### src/rtl/la_capture_ctrl.sv
// Capture/trigger controller for the 4-channel logic analyzer: circular write into the sample RAMs,
// pre-trigger window, trigger detection, record start report. LA_INPUT_SYNC_EN adds a 2-flop din synchronizer.
//
// state | meaning
// IDLE  | no capture, strobes ignored
// PRE   | filling the pre-trigger window, trigger ignored
// WAIT  | writing circularly, evaluating trigger on each strobe
// POST  | writing the post-trigger samples
// DONE  | record complete, addresses held until arm or abort
module la_capture_ctrl #(
    parameter int ADDR_WIDTH = 13,
    parameter int CH         = 4
) (
    input  logic                  clk,
    input  logic                  rst_n,
    input  logic                  sample_en,
    input  logic [CH-1:0]         din,
    input  logic                  arm,
    input  logic                  abort,
    input  logic [CH-1:0]         trig_mask,
    input  logic [CH-1:0]         trig_val,
    input  logic [CH-1:0]         trig_edge,
    input  logic [ADDR_WIDTH-1:0] pre_len,
    output logic [ADDR_WIDTH:0]   addr,
    output logic                  we,
    output logic [CH-1:0]         data,
    output logic                  busy,
    output logic                  triggered,
    output logic                  done,
    output logic [ADDR_WIDTH-1:0] trig_addr,
    output logic [ADDR_WIDTH-1:0] start_addr
);

    typedef enum logic [2:0] {
        ST_IDLE,
        ST_PRE,
        ST_WAIT,
        ST_POST,
        ST_DONE
    } state_t;

    localparam logic [ADDR_WIDTH-1:0] PTR_ZERO = '0;
    localparam logic [ADDR_WIDTH-1:0] PTR_ONE  = ADDR_WIDTH'(1);
    localparam logic [ADDR_WIDTH-1:0] PTR_MAX  = '1;

    logic [CH-1:0] sample;

`ifdef LA_INPUT_SYNC_EN
    logic [CH-1:0] sync1_q;
    logic [CH-1:0] sync2_q;

    always_ff @(posedge clk or negedge rst_n) begin
        if (!rst_n) begin
            sync1_q <= '0;
            sync2_q <= '0;
        end else begin
            sync1_q <= din;
            sync2_q <= sync1_q;
        end
    end

    assign sample = sync2_q;
`else
    assign sample = din;
`endif

    state_t                  state_q, state_d;
    logic [ADDR_WIDTH-1:0]   wp_q, wp_d;
    logic [ADDR_WIDTH-1:0]   pre_cnt_q, pre_cnt_d;
    logic [ADDR_WIDTH-1:0]   post_cnt_q, post_cnt_d;
    logic [ADDR_WIDTH-1:0]   pre_len_q, pre_len_d;
    logic [CH-1:0]           prev_q, prev_d;
    logic                    first_q, first_d;
    logic [ADDR_WIDTH:0]     addr_q, addr_d;
    logic                    we_q, we_d;
    logic [CH-1:0]           data_q, data_d;
    logic                    busy_q, busy_d;
    logic                    triggered_q, triggered_d;
    logic                    done_q, done_d;
    logic [ADDR_WIDTH-1:0]   trig_addr_q, trig_addr_d;
    logic [ADDR_WIDTH-1:0]   start_addr_q, start_addr_d;

    logic [CH-1:0]           prev_eff;
    logic                    trig_hit;

    // The first strobe of a capture has no history, so it compares against itself and cannot form an edge.
    assign prev_eff = first_q ? sample : prev_q;

    always_comb begin
        trig_hit = 1'b1;
        for (int i = 0; i < CH; i++) begin
            if (trig_mask[i]) begin
                if (sample[i] != trig_val[i]) begin
                    trig_hit = 1'b0;
                end
                if (trig_edge[i] && (prev_eff[i] == trig_val[i])) begin
                    trig_hit = 1'b0;
                end
            end
        end
    end

    always_comb begin
        state_d      = state_q;
        wp_d         = wp_q;
        pre_cnt_d    = pre_cnt_q;
        post_cnt_d   = post_cnt_q;
        pre_len_d    = pre_len_q;
        prev_d       = prev_q;
        first_d      = first_q;
        addr_d       = addr_q;
        we_d         = 1'b0;
        data_d       = data_q;
        triggered_d  = triggered_q;
        trig_addr_d  = trig_addr_q;
        start_addr_d = start_addr_q;

        if (abort) begin
            state_d     = ST_IDLE;
            triggered_d = 1'b0;
        end else begin
            case (state_q)
                ST_IDLE, ST_DONE: begin
                    if (arm) begin
                        state_d     = ST_PRE;
                        wp_d        = PTR_ZERO;
                        pre_cnt_d   = PTR_ZERO;
                        pre_len_d   = pre_len;
                        first_d     = 1'b1;
                        triggered_d = 1'b0;
                    end
                end
                ST_PRE: begin
                    if (pre_len_q == PTR_ZERO) begin
                        state_d = ST_WAIT;
                    end else if (sample_en) begin
                        we_d      = 1'b1;
                        addr_d    = {1'b0, wp_q};
                        data_d    = sample;
                        wp_d      = wp_q + PTR_ONE;
                        prev_d    = sample;
                        first_d   = 1'b0;
                        pre_cnt_d = pre_cnt_q + PTR_ONE;
                        if (pre_cnt_d == pre_len_q) begin
                            state_d = ST_WAIT;
                        end
                    end
                end
                ST_WAIT: begin
                    if (sample_en) begin
                        we_d    = 1'b1;
                        addr_d  = {1'b0, wp_q};
                        data_d  = sample;
                        wp_d    = wp_q + PTR_ONE;
                        prev_d  = sample;
                        first_d = 1'b0;
                        if (trig_hit) begin
                            triggered_d  = 1'b1;
                            trig_addr_d  = wp_q;
                            start_addr_d = wp_q - pre_len_q;
                            // DEPTH-1-pre_len samples remain after the trigger sample.
                            post_cnt_d   = PTR_MAX - pre_len_q;
                            state_d      = (post_cnt_d == PTR_ZERO) ? ST_DONE : ST_POST;
                        end
                    end
                end
                ST_POST: begin
                    if (sample_en) begin
                        we_d       = 1'b1;
                        addr_d     = {1'b0, wp_q};
                        data_d     = sample;
                        wp_d       = wp_q + PTR_ONE;
                        prev_d     = sample;
                        post_cnt_d = post_cnt_q - PTR_ONE;
                        if (post_cnt_d == PTR_ZERO) begin
                            state_d = ST_DONE;
                        end
                    end
                end
                default: begin
                    state_d = ST_IDLE;
                end
            endcase
        end

        busy_d = (state_d == ST_PRE) || (state_d == ST_WAIT) || (state_d == ST_POST);
        done_d = (state_d == ST_DONE);
    end

    always_ff @(posedge clk or negedge rst_n) begin
        if (!rst_n) begin
            state_q      <= ST_IDLE;
            wp_q         <= '0;
            pre_cnt_q    <= '0;
            post_cnt_q   <= '0;
            pre_len_q    <= '0;
            prev_q       <= '0;
            first_q      <= 1'b0;
            addr_q       <= '0;
            we_q         <= 1'b0;
            data_q       <= '0;
            busy_q       <= 1'b0;
            triggered_q  <= 1'b0;
            done_q       <= 1'b0;
            trig_addr_q  <= '0;
            start_addr_q <= '0;
        end else begin
            state_q      <= state_d;
            wp_q         <= wp_d;
            pre_cnt_q    <= pre_cnt_d;
            post_cnt_q   <= post_cnt_d;
            pre_len_q    <= pre_len_d;
            prev_q       <= prev_d;
            first_q      <= first_d;
            addr_q       <= addr_d;
            we_q         <= we_d;
            data_q       <= data_d;
            busy_q       <= busy_d;
            triggered_q  <= triggered_d;
            done_q       <= done_d;
            trig_addr_q  <= trig_addr_d;
            start_addr_q <= start_addr_d;
        end
    end

    assign addr       = addr_q;
    assign we         = we_q;
    assign data       = data_q;
    assign busy       = busy_q;
    assign triggered  = triggered_q;
    assign done       = done_q;
    assign trig_addr  = trig_addr_q;
    assign start_addr = start_addr_q;

endmodule

### config.mk
export PLATFORM = sky130hd
export DESIGN_NAME = la_capture_ctrl
export DESIGN_NICKNAME = d
export VERILOG_FILES = /design/src/rtl/la_capture_ctrl.sv
export SDC_FILE = /design/constraint.sdc
export NUM_CORES = 1
export LEC_CHECK = 0
export ABC_AREA = 1
export CAP_MARGIN = 20
export CELL_PAD_IN_SITES_DETAIL_PLACEMENT = 0
export CELL_PAD_IN_SITES_GLOBAL_PLACEMENT = 1
export CORE_AREA = 3 3 103 154
export DETAILED_ROUTE_END_ITERATION = 16
export DIE_AREA = 0 0 106 157
export DONT_BUFFER_PORTS = 1
export PLACE_DENSITY_LB_ADDON = 0.1
export SETUP_SLACK_MARGIN = 0.4
export SYNTH_ARGS = -nofsm -noshare
export SYNTH_HDL_FRONTEND = slang
export SYNTH_SLANG_ARGS = --single-unit
### constraint.sdc
create_clock -name clk -period 2.2 [get_ports clk]
set_input_delay 0.66 -clock clk [delete_from_list [all_inputs] [get_ports clk]]
set_output_delay 0.66 -clock clk [all_outputs]
set_load 0.02 [all_outputs]
== Yosys cells after proc, flatten, opt, wreduce, memory -nomap -nowiden ==
Cells that the tools add are included.
Operators by class
  $add $sub $neg: 5
  multiplexer cells: 57
  reductions and logical operators: 26
  eq/ne operators: 26
  bitwise operators: 1
Operators with widths (number)
  $mux W13: 8
  $pmux W13 S2: 2
  $logic_not A13 Y1: 3
  $pmux W13 S3: 1
  $mux W3: 10
  $mux W14: 2
  $pmux W14 S2: 1
  $add A13 B1 Y13 const B: 2
  $mux W1: 22
  $mux W4: 5
  $pmux W4 S2: 2
  $reduce_and A4 Y1: 4
  $eq A13 B13 Y1: 1
  $sub A13 B1 Y13 const B: 1
  $sub A13 B13 Y13: 1
  $sub A13 B13 Y13 const A: 1
  $eq A3 B2 Y1 const B: 4
  $ne A2 B2 Y1 const B: 6
  $pmux W3 S4: 1
  $reduce_and A5 Y1: 2
  $ne A3 B3 Y1 const B: 3
  $reduce_bool A3 Y1: 3
  $eq A3 B1 Y1 const B: 2
  $eq A3 B3 Y1 const B: 2
  other kinds (11): 26
Storage, ports and cells
  output and inout port bits: 48
  bits of input ports: 34
  word-level logic and storage cells: 130
  register bits after elaboration: 108

== Logic depth before layout (Yosys ltp) ==
Gate-level depths: netlist of run 1.
  depth in word-level cells: 21
  depth in mapped cells: 16
  gate-level depth less buffers: 16

== Worst setup path after synthesis of run 1 ==
No wires, ideal clock.
  kind: register to register
  start: reg wp_q[0]
  end: reg start_addr_q[10] (netlist: start_addr[10])
  period minus slack after synthesis: 2032 ps
  path slack: 168 ps
  data required time: 2124 ps
  data arrival time: 1955 ps
  setup time: 76 ps
  buffers on the path: 0
  stages on the path, launching flop included: 10
  cell sequence: dfrtp_1 > inv_1 > ha_1 > fa_1 > o21ai_1 > a21oi_1 > o21ai_1 > a21oi_1 > xor2_1 > o21ai_1
On the way
  word-level cells in the longest chain between the ends: 1
Ends and longest elaborated chain
  from (decl): line 68  | logic [ADDR_WIDTH-1:0] wp_q, wp_d;
  from (signal assigned): line 209  | wp_q <= wp_d;
  $sub A13 B13 Y13: line 160  | start_addr_d = wp_q - pre_len_q;
  to (signal assigned): line 222  | start_addr_q <= start_addr_d;
  to (decl): line 81  | logic [ADDR_WIDTH-1:0] start_addr_q, start_addr_d;
No other way between the ends.
A chain may end at the register's enable or synchronous reset.

== Final worst setup path of run 1 ==
  start: reg pre_cnt_q[1]
  end: reg busy_q (netlist: busy)
On the way
  word-level cells in the longest chain between the ends: 10
  elaborated cells between the ends (all ways): 12
  those cells by class: 1 x add/sub; 4 x eq/ne; 5 x mux; 2 x reduce/logical
Ends and longest elaborated chain
  from (decl): line 69  | logic [ADDR_WIDTH-1:0] pre_cnt_q, pre_cnt_d;
  from (signal assigned): line 210  | pre_cnt_q <= pre_cnt_d;
  $add A13 B1 Y13 *: line 143  | pre_cnt_d = pre_cnt_q + PTR_ONE;
  $eq A13 B13 Y1 *: line 144  | if (pre_cnt_d == pre_len_q) begin
  $mux W3 *: line 144
  $mux W3 *: line 136  | end else if (sample_en) begin
  $mux W3 *: line 134  | if (pre_len_q == PTR_ZERO) begin
  $pmux W3 S4 *: line 122  | case (state_q)
  $mux W3 *: line 118  | if (abort) begin
  $eq A3 B1 Y1 or $eq A3 B2 Y1 (tied branches): line 186  | busy_d = (state_d == ST_PRE) || (state_d == ST_WAIT) || (state_d == ST_POST);
  $logic_or A1 B1 Y1: line 186
  $logic_or A1 B1 Y1 *: line 186
  named net busy_d: line 77  | logic busy_q, busy_d;
  to (signal assigned): line 218  | busy_q <= busy_d;
  to (decl): line 77
The timed path passes the listed nets; every way through them passes the cells marked *.

==> impl_metrics.xml, run 1 <==
<?xml version="1.0" encoding="UTF-8"?>
<metrics>
  <group name="outcome">
    <metric name="status" unit="">complete, but fails checks</metric>
    <metric name="violations" unit="">negative hold slack</metric>
  </group>
  <group name="synth">
    <metric name="post_synth_num_cell_types" unit="">35</metric>
    <metric name="synth_simple_gate_area_share" unit="%">31.3</metric>
    <metric name="number_of_enable_type_register_cells_in_the_synthesized_netlist" unit="">0</metric>
    <metric name="synthArstFlopShare" unit="%">100</metric>
    <metric name="synth-warning-count" unit="">0</metric>
    <metric name="synth.yosys.seq_area_share" unit="%">42.1</metric>
    <metric name="dominantRegCellSynth" unit="">dfrtp_1</metric>
    <metric name="synth-xor-area-share" unit="%">3.43</metric>
    <metric name="post_synthesis_compound_gate_area_fraction" unit="%">11.7</metric>
    <metric name="synth_top_family_by_area" unit="">simple AND/OR/NAND/NOR gates</metric>
    <metric name="synth.most_common_cell" unit="">nand2_1</metric>
    <metric name="synth_commonest_cells" unit="">277 x nand2_1, 103 x dfrtp_1, 92 x inv_1, 81 x o21ai_0, 70 x nor2_1</metric>
    <metric name="syn-instance-count" unit="">848</metric>
    <metric name="post_synth_mux_area_share" unit="%">0</metric>
    <metric name="synth.net_count" unit="">899</metric>
    <metric name="postSynthRegisterBits" unit="">103</metric>
    <metric name="post_synth.cell_area_avg" unit="um2">7.22</metric>
    <metric name="yosys.area_share.adder" unit="%">3.60</metric>
    <metric name="post-synth-top-area-fraction" unit="%">42.1</metric>
    <metric name="netlist_area" unit="mm2">0.00612</metric>
    <metric name="yosys.area.top_type" unit="">dfrtp_1</metric>
    <metric name="synth.top_cells.by_area" unit="">dfrtp_1 42%, nand2_1 17%, o21ai_0 6.6%</metric>
  </group>
  <group name="finish">
    <metric name="layout-area-overhead-vs-synth" unit="%">36.5</metric>
    <metric name="stdcell_count" unit="">1132</metric>
    <metric name="nNetsFinal" unit="">982</metric>
    <metric name="n_antenna_cell" unit="">0</metric>
    <metric name="filler_instances" unit="">1375</metric>
    <metric name="seqCellArea" unit="mm2">0.00259</metric>
    <metric name="final_cell_area" unit="mm2">0.00836</metric>
    <metric name="post_route_cells_drive_above_1_share" unit="%">34.7</metric>
    <metric name="multi_input_comb_area" unit="mm2">0.00389</metric>
  </group>
  <group name="timing">
    <metric name="finalWorstPathRequiredPeriod" unit="ns">1.94</metric>
    <metric name="setup_ws" unit="ns">0.260</metric>
    <metric name="max_clock_freq" unit="MHz">516</metric>
    <metric name="hold_slack" unit="ns">-0.00821</metric>
    <metric name="setup-tns-final" unit="ns">0</metric>
    <metric name="report.final.setup_viol" unit="">0</metric>
    <metric name="skew" unit="ns">0.0104</metric>
    <metric name="rsz_0062_raised_after_global_routing" unit="">true</metric>
    <metric name="timing_hold_violations_final" unit="">13</metric>
    <metric name="final.period_utilization" unit="%">88.2</metric>
    <metric name="drv_slew" unit="">0</metric>
  </group>
  <group name="detailed_routing">
    <metric name="maxUsedRoutingLayer" unit="">met4</metric>
    <metric name="drt-total-wl" unit="um">20700</metric>
    <metric name="drc" unit="">0</metric>
    <metric name="dr.pass1.iters" unit="">5</metric>
    <metric name="detail_route.wl_per_cell" unit="um">18.3</metric>
    <metric name="first_drt_iteration_drcs" unit="">188</metric>
    <metric name="wl_met3" unit="um">743</metric>
    <metric name="route.detailed.vias_per_inst" unit="">5.30</metric>
    <metric name="route.layer.met1.wl" unit="um">7650</metric>
    <metric name="routed-via-count" unit="">5999</metric>
    <metric name="routed-wl-met2" unit="um">11400</metric>
    <metric name="postRouteAntennaNets" unit="">0</metric>
  </group>
  <group name="placed_design">
    <metric name="number_of_placed_instances_taps_included" unit="">1054</metric>
    <metric name="postPlaceCellArea" unit="mm2">0.00654</metric>
    <metric name="place.detailed.hpwl" unit="um">14000</metric>
    <metric name="port_buf_inserts" unit="">0</metric>
    <metric name="dp_slack" unit="ns">0.0485</metric>
    <metric name="gp_congestion" unit="">0.881</metric>
  </group>
  <group name="global_route">
    <metric name="wire_length_of_the_first_global_routing_pass" unit="um">29700</metric>
    <metric name="grt_start_max_net_pins" unit="">104</metric>
    <metric name="grt-ovfl-total" unit="">0</metric>
    <metric name="grt_antenna_before_repair" unit="">0</metric>
    <metric name="grtUsageTotal" unit="%">23.1</metric>
    <metric name="grt_pass1_vias" unit="">5737</metric>
  </group>
  <group name="clock_tree">
    <metric name="clock_latency" unit="ns">0.36</metric>
    <metric name="cts_root_buffer" unit="">clkbuf_16</metric>
    <metric name="inserted_clock_buffers" unit="">9</metric>
    <metric name="cts_tree" unit="">yes</metric>
    <metric name="clk_pin_slew" unit="ns">0.08</metric>
    <metric name="cts_max_level" unit="">3</metric>
    <metric name="cts_sinks" unit="">103</metric>
    <metric name="max-clock-path-buffers" unit="">2</metric>
  </group>
  <group name="floorplanning">
    <metric name="floorplan.io_pins" unit="">82</metric>
    <metric name="core_area" unit="mm2">0.0146</metric>
    <metric name="die_ar" unit="mm2">0.0166</metric>
    <metric name="fp.dieH" unit="um">157</metric>
    <metric name="placementRows" unit="">54</metric>
    <metric name="die_w" unit="um">106</metric>
    <metric name="initial_core_utilization" unit="%">42.0</metric>
  </group>
  <group name="worst_setup_path">
    <metric name="r2r.worst_path.cells" unit="">16</metric>
    <metric name="critical_path_capture_point_type" unit="">flip-flop</metric>
    <metric name="ff2ff_setup_slack" unit="ns">0.26</metric>
    <metric name="critPathArrivalTime" unit="ns">2.19</metric>
    <metric name="critical_path.startpoint_type" unit="">flip-flop</metric>
    <metric name="worst_r2r_start" unit="">pre_cnt_q[1]$_DFFE_PN0P_</metric>
    <metric name="timing.critical_path.required" unit="ns">2.45</metric>
    <metric name="rr_endpoint" unit="">busy$_DFF_PN0_</metric>
    <metric name="worstSetupPathType" unit="">reg -&gt; reg</metric>
    <metric name="timing.critical_path.fanout_max" unit="">6</metric>
  </group>
  <group name="power">
    <metric name="powerDensity" unit="mW/mm2">680</metric>
    <metric name="vdd_ir_drop_max" unit="uV">411</metric>
    <metric name="totalPowerFinal" unit="uW">5690</metric>
    <metric name="leakage" unit="uW">0.00390</metric>
  </group>
  <group name="min_path">
    <metric name="min-delay-path-class" unit="">in -&gt; async</metric>
  </group>
  <group name="flow_run">
    <metric name="max_cap_viol_count" unit="">0</metric>
  </group>
</metrics>
state kept, by name, summed over array words and instances (netlist names), 3 cells and up:
signal,count
addr,13
post_cnt_q,13
pre_cnt_q,13
pre_len_q,13
prev_q,4
start_addr,13
state_q,3
trig_addr,13
wp_q,13
worst max-delay path, cell delays in order, from the launching register on:
cell and delay [ns]:
dfrtp_1 0.43, buf_6 0.15, nand2_1 0.08, nor2_2 0.04
buf_6 0.12, nand2_2 0.05, nand2_2 0.07, nand2_2 0.07
inv_1 0.05, nor2_2 0.12, nand2_1 0.07, nor2_2 0.12
nand4_1 0.18, nand2_1 0.11, nand2_1 0.05, nand2_1 0.08
nand2_1 0.05
metrics by stage:
step	utilization, %	hold slack [ns]
after global routing	57.3	-0.0200
final	57.3	-0.00821
after CTS	50.2	-0.0183
after global placement	44.8	0.368
after detailed placement	44.8	0.369
after floorplan	-	0.364
placed cells by master, fill, tap and decap left out, types with 7 or more instances in the layout:
master / netlist / routed
a21oi_1: 17 / 10
buf_4: 4 / 53
buf_6: 2 / 21
clkbuf_16: 0 / 14
dfrtp_1: 103 / 94
dfrtp_2: 0 / 9
ha_1: 16 / 7
ha_4: 0 / 8
inv_1: 92 / 74
inv_2: 4 / 20
nand2_1: 277 / 203
nand2_2: 3 / 63
nand2_4: 0 / 13
nand3_1: 63 / 47
nand3_2: 0 / 15
nand4_1: 16 / 16
nor2_1: 70 / 49
nor2_2: 3 / 13
nor2_4: 1 / 12
nor3_1: 10 / 8
o21ai_0: 81 / 32
o21ai_1: 23 / 38
o21ai_2: 0 / 31
xor2_1: 19 / 16
worst max path at each step:
stage                               from                         end  slack (ns)  cells past startpoint
3_3_place_gp         wp_q[0]$_DFFE_PN0P_  start_addr[10]$_DFFE_PN0P_        0.07                      9
2_1_floorplan        wp_q[0]$_DFFE_PN0P_  start_addr[10]$_DFFE_PN0P_        0.35                      9
6_report        pre_cnt_q[1]$_DFFE_PN0P_              busy$_DFF_PN0_        0.26                     16
4_1_cts         pre_cnt_q[1]$_DFFE_PN0P_              busy$_DFF_PN0_        0.27                     14
5_1_grt        post_cnt_q[1]$_DFFE_PN0P_              busy$_DFF_PN0_        0.16                     15
3_5_place_dp                 trig_val[1]    trig_addr[2]$_DFFE_PN0P_        0.05                     10
cell type report:
type,count,area share (%)
Inverter,97,4.67
Timing Repair Buffer,86,10.6
Clock buffer,10,2.86
Multi-Input combinational cell,628,46.5
Clock inverter,6,0.628
Sequential cell,103,31.0
Tap cell,196,2.93
Timing Repair inverter,6,0.838
power by group:
group	total, uW	switching (uW)	internal (uW)
clock	1620	798	819
combinational	1730	978	747
sequential	2340	277	2070
logic make-up after synthesis:
family | Yosys count
buf+inv | 117
compound gates | 134
flops | 103
xor+xnor | 24
simple gates | 452
other cells | 1
fa+ha+maj | 17
routing by layer:
| metal | global-route usage [%] | vias up |
|---|---|---|
| li1 | - | 2902 |
| met1 | 24.6 | 2901 |
| met2 | 43.2 | 146 |
| met3 | 4.14 | 50 |
| met4 | 12.2 | 0 |
| met5 | 0 | - |
repair_timing:
item / in CTS / in global routing
gates cloned: 3 / 10
setup endpoints to repair: 86 / 88
pin swaps: 43 / 59
hold endpoints to repair: 103 / 103
setup buffers: 24 / 25
gates resized for setup: 78 / 225
(Power assumes the default switching activity.)
==> run 2: changes to the inputs <==
Settings changed: CELL_PAD_IN_SITES_DETAIL_PLACEMENT 0 to not set, CELL_PAD_IN_SITES_GLOBAL_PLACEMENT 1 to not set, CORE_AREA 3 3 103 154 to 3 3 87 130, DIE_AREA 0 0 106 157 to 0 0 90 133.
Clock period 2.2 ns to 1.84 ns, I/O delays scaled along.
==> run 2 against run 1 <==
The run ends with negative hold slack, negative setup slack left. Global-route usage is 12 points higher. Utilization is 31 points higher. Register-to-register slack worse by 0.56 ns. Critical endpoint is now state_q[1]$_DFF_PN0_. Largest cell class unchanged.
==> impl_metrics.xml, run 2 (same netlist as run 1, synthesis figures left out) <==
<?xml version="1.0" encoding="UTF-8"?>
<metrics>
  <group name="outcome">
    <metric name="status" unit="">complete, but fails checks</metric>
    <metric name="violations" unit="">negative hold slack, negative setup slack</metric>
  </group>
  <group name="clock_tree">
    <metric name="cts_sinks" unit="">103</metric>
    <metric name="cts_max_level" unit="">3</metric>
    <metric name="clock_latency" unit="ns">0.37</metric>
    <metric name="max-clock-path-buffers" unit="">2</metric>
    <metric name="cts_root_buffer" unit="">clkbuf_16</metric>
    <metric name="inserted_clock_buffers" unit="">9</metric>
    <metric name="clk_pin_slew" unit="ns">0.08</metric>
    <metric name="cts_tree" unit="">yes</metric>
  </group>
  <group name="worst_setup_path">
    <metric name="critPathArrivalTime" unit="ns">2.44</metric>
    <metric name="path_cells" unit="">ha_4, nand2_2, nor2_4, nand3_1, nand2_1, nand2_1, nand2_1, nand2_1, nor3_1, nand3_1, nand2_1, nand2_1, inv_1</metric>
    <metric name="worstSetupPathType" unit="">reg -&gt; reg</metric>
    <metric name="crit_path_frequent_cell" unit="">nand2_1</metric>
    <metric name="timing.critical_path.required" unit="ns">2.14</metric>
    <metric name="worst_path_largest_cell_delay" unit="ns">0.43</metric>
    <metric name="worst_path_dominant_cell_family" unit="">simple AND/OR/NAND/NOR gates</metric>
    <metric name="critPathSlowestCell" unit="">dfrtp_1</metric>
    <metric name="critical_path.startpoint_type" unit="">flip-flop</metric>
    <metric name="ff2ff_setup_slack" unit="ns">-0.30</metric>
    <metric name="timing.critical_path.fanout_max" unit="">4</metric>
    <metric name="critical_path.n_buffers_inverters" unit="">1</metric>
    <metric name="critical_path_capture_point_type" unit="">flip-flop</metric>
  </group>
  <group name="power">
    <metric name="vdd_ir_drop_max" unit="uV">674</metric>
    <metric name="leakage" unit="uW">0.00439</metric>
    <metric name="powerDensity" unit="mW/mm2">829</metric>
  </group>
  <group name="global_route">
    <metric name="grtUsageMet2" unit="%">63.6</metric>
    <metric name="grtUsageTotal" unit="%">35.3</metric>
    <metric name="wire_length_of_the_first_global_routing_pass" unit="um">33400</metric>
    <metric name="grt_antenna_before_repair" unit="">0</metric>
    <metric name="met1_usage" unit="%">36.6</metric>
    <metric name="grt_start_max_net_pins" unit="">104</metric>
    <metric name="global_route_layer_with_the_greatest_usage" unit="">met2</metric>
    <metric name="grt_pass1_vias" unit="">6641</metric>
    <metric name="grt-ovfl-total" unit="">0</metric>
    <metric name="global_route_met3_usage" unit="%">7.00</metric>
  </group>
  <group name="floorplanning">
    <metric name="initial_core_utilization" unit="%">59.8</metric>
    <metric name="die_w" unit="um">90</metric>
    <metric name="floorplan.io_pins" unit="">82</metric>
    <metric name="fp.dieH" unit="um">133</metric>
    <metric name="placementRows" unit="">45</metric>
    <metric name="core_area" unit="mm2">0.0102</metric>
    <metric name="die_ar" unit="mm2">0.0120</metric>
  </group>
  <group name="finish">
    <metric name="layout-area-overhead-vs-synth" unit="%">48.3</metric>
    <metric name="n_antenna_cell" unit="">0</metric>
    <metric name="filler_instances" unit="">434</metric>
    <metric name="multi_input_comb_area" unit="mm2">0.00400</metric>
    <metric name="final_cell_mix" unit="">206 x nand2_1, 93 x dfrtp_1, 91 x buf_4</metric>
    <metric name="seqCellArea" unit="mm2">0.00259</metric>
    <metric name="post_route_cells_drive_above_1_share" unit="%">40.2</metric>
    <metric name="nNetsFinal" unit="">1035</metric>
    <metric name="layout.cells.most_common" unit="">nand2_1</metric>
    <metric name="final_cell_area" unit="mm2">0.00908</metric>
  </group>
  <group name="timing">
    <metric name="drv_slew" unit="">0</metric>
    <metric name="hold_slack" unit="ns">-0.126</metric>
    <metric name="rsz_0062_raised_after_global_routing" unit="">true</metric>
    <metric name="worst_pin_slew" unit="ns">0.585</metric>
    <metric name="report.final.setup_viol" unit="">73</metric>
    <metric name="setup-tns-final" unit="ns">-10.28</metric>
    <metric name="max_clock_freq" unit="MHz">467</metric>
    <metric name="timing_hold_violations_final" unit="">103</metric>
    <metric name="skew" unit="ns">0.0147</metric>
    <metric name="slew_headroom" unit="%">60.7</metric>
    <metric name="setup_ws" unit="ns">-0.301</metric>
    <metric name="finalWorstPathRequiredPeriod" unit="ns">2.14</metric>
    <metric name="final.period_utilization" unit="%">116</metric>
  </group>
  <group name="placed_design">
    <metric name="gp_congestion" unit="">0.936</metric>
    <metric name="postPlaceCellArea" unit="mm2">0.00701</metric>
    <metric name="port_buf_inserts" unit="">0</metric>
    <metric name="place.detailed.hpwl" unit="um">13300</metric>
  </group>
  <group name="detailed_routing">
    <metric name="drc" unit="">0</metric>
    <metric name="detail_route.wl_per_cell" unit="um">23.7</metric>
    <metric name="postRouteAntennaNets" unit="">0</metric>
    <metric name="dr.pass1.iters" unit="">6</metric>
    <metric name="drt-total-wl" unit="um">26800</metric>
    <metric name="first_drt_iteration_drcs" unit="">968</metric>
    <metric name="route.detailed.vias_per_inst" unit="">6.45</metric>
    <metric name="routed-via-count" unit="">7289</metric>
  </group>
  <group name="min_path">
    <metric name="min-delay-path-class" unit="">in -&gt; async</metric>
  </group>
  <group name="flow_run">
    <metric name="max_cap_viol_count" unit="">0</metric>
  </group>
</metrics>
-- run 2: cell type report --
cell class | instances | area share (%)
clock buffer | 9 | 2.48
clock inverter | 7 | 1.13
inverter | 97 | 4.15
multi-input combinational | 628 | 44.1
sequential | 103 | 28.5
tap | 141 | 1.94
timing repair buffer | 145 | 17.7
-- run 2: final timing paths --
check | to | startpoint | cells after the start
min in group clk | pre_len_q[4]$_DFFE_PN0P_ | pre_len[4] | 2
worst min register to register | pre_cnt_q[7]$_DFFE_PN0P_ | pre_cnt_q[7]$_DFFE_PN0P_ | 2
max in group asynchronous | start_addr[8]$_DFFE_PN0P_ | rst_n | 0
worst max register to register | state_q[1]$_DFF_PN0_ | pre_cnt_q[1]$_DFFE_PN0P_ | 13
worst max-delay path | state_q[1]$_DFF_PN0_ | pre_cnt_q[1]$_DFFE_PN0P_ | 13
worst min-delay path | post_cnt_q[7]$_DFFE_PN0P_ | rst_n | 0
-- run 2: metal layers --
layer	part of all wire (%)	wire (um)
met5	0	0
met4	9.5	2530
met3	9.8	2610
met2	49	13200
met1	31	8370
-- run 2: stage by stage --
stage | hold slack (ns) | setup WS, ns | util [%] | instances | power [uW]
global route | -0.122 | -0.461 | 88.6 | 1130 | 7710
floorplan | 0.256 | 0.00461 | - | 848 | 3700
detailed placement | 0.259 | -0.0997 | 68.4 | 1056 | 4420
finish | -0.126 | -0.301 | 88.6 | 1130 | 7520
global placement | 0.259 | -0.0495 | 68.4 | 1056 | 4360
CTS | -0.117 | -0.0369 | 80.4 | 1108 | 6800
-- run 2: what timing repair did --
item / CTS / global route
gates cloned: 9 / 6
gates resized for setup: 142 / 167
setup buffers: 27 / 16
pin swaps: 24 / 38
setup endpoints to repair: 107 / 107
endpoints found under the hold margin: 103 / 103
-- run 2: power breakdown --
part,switching [uW],total (uW),internal (uW)
sequential,319,2790,2470
clock,992,2210,1220
combinational,1450,2530,1080
total,2760,7520,4770
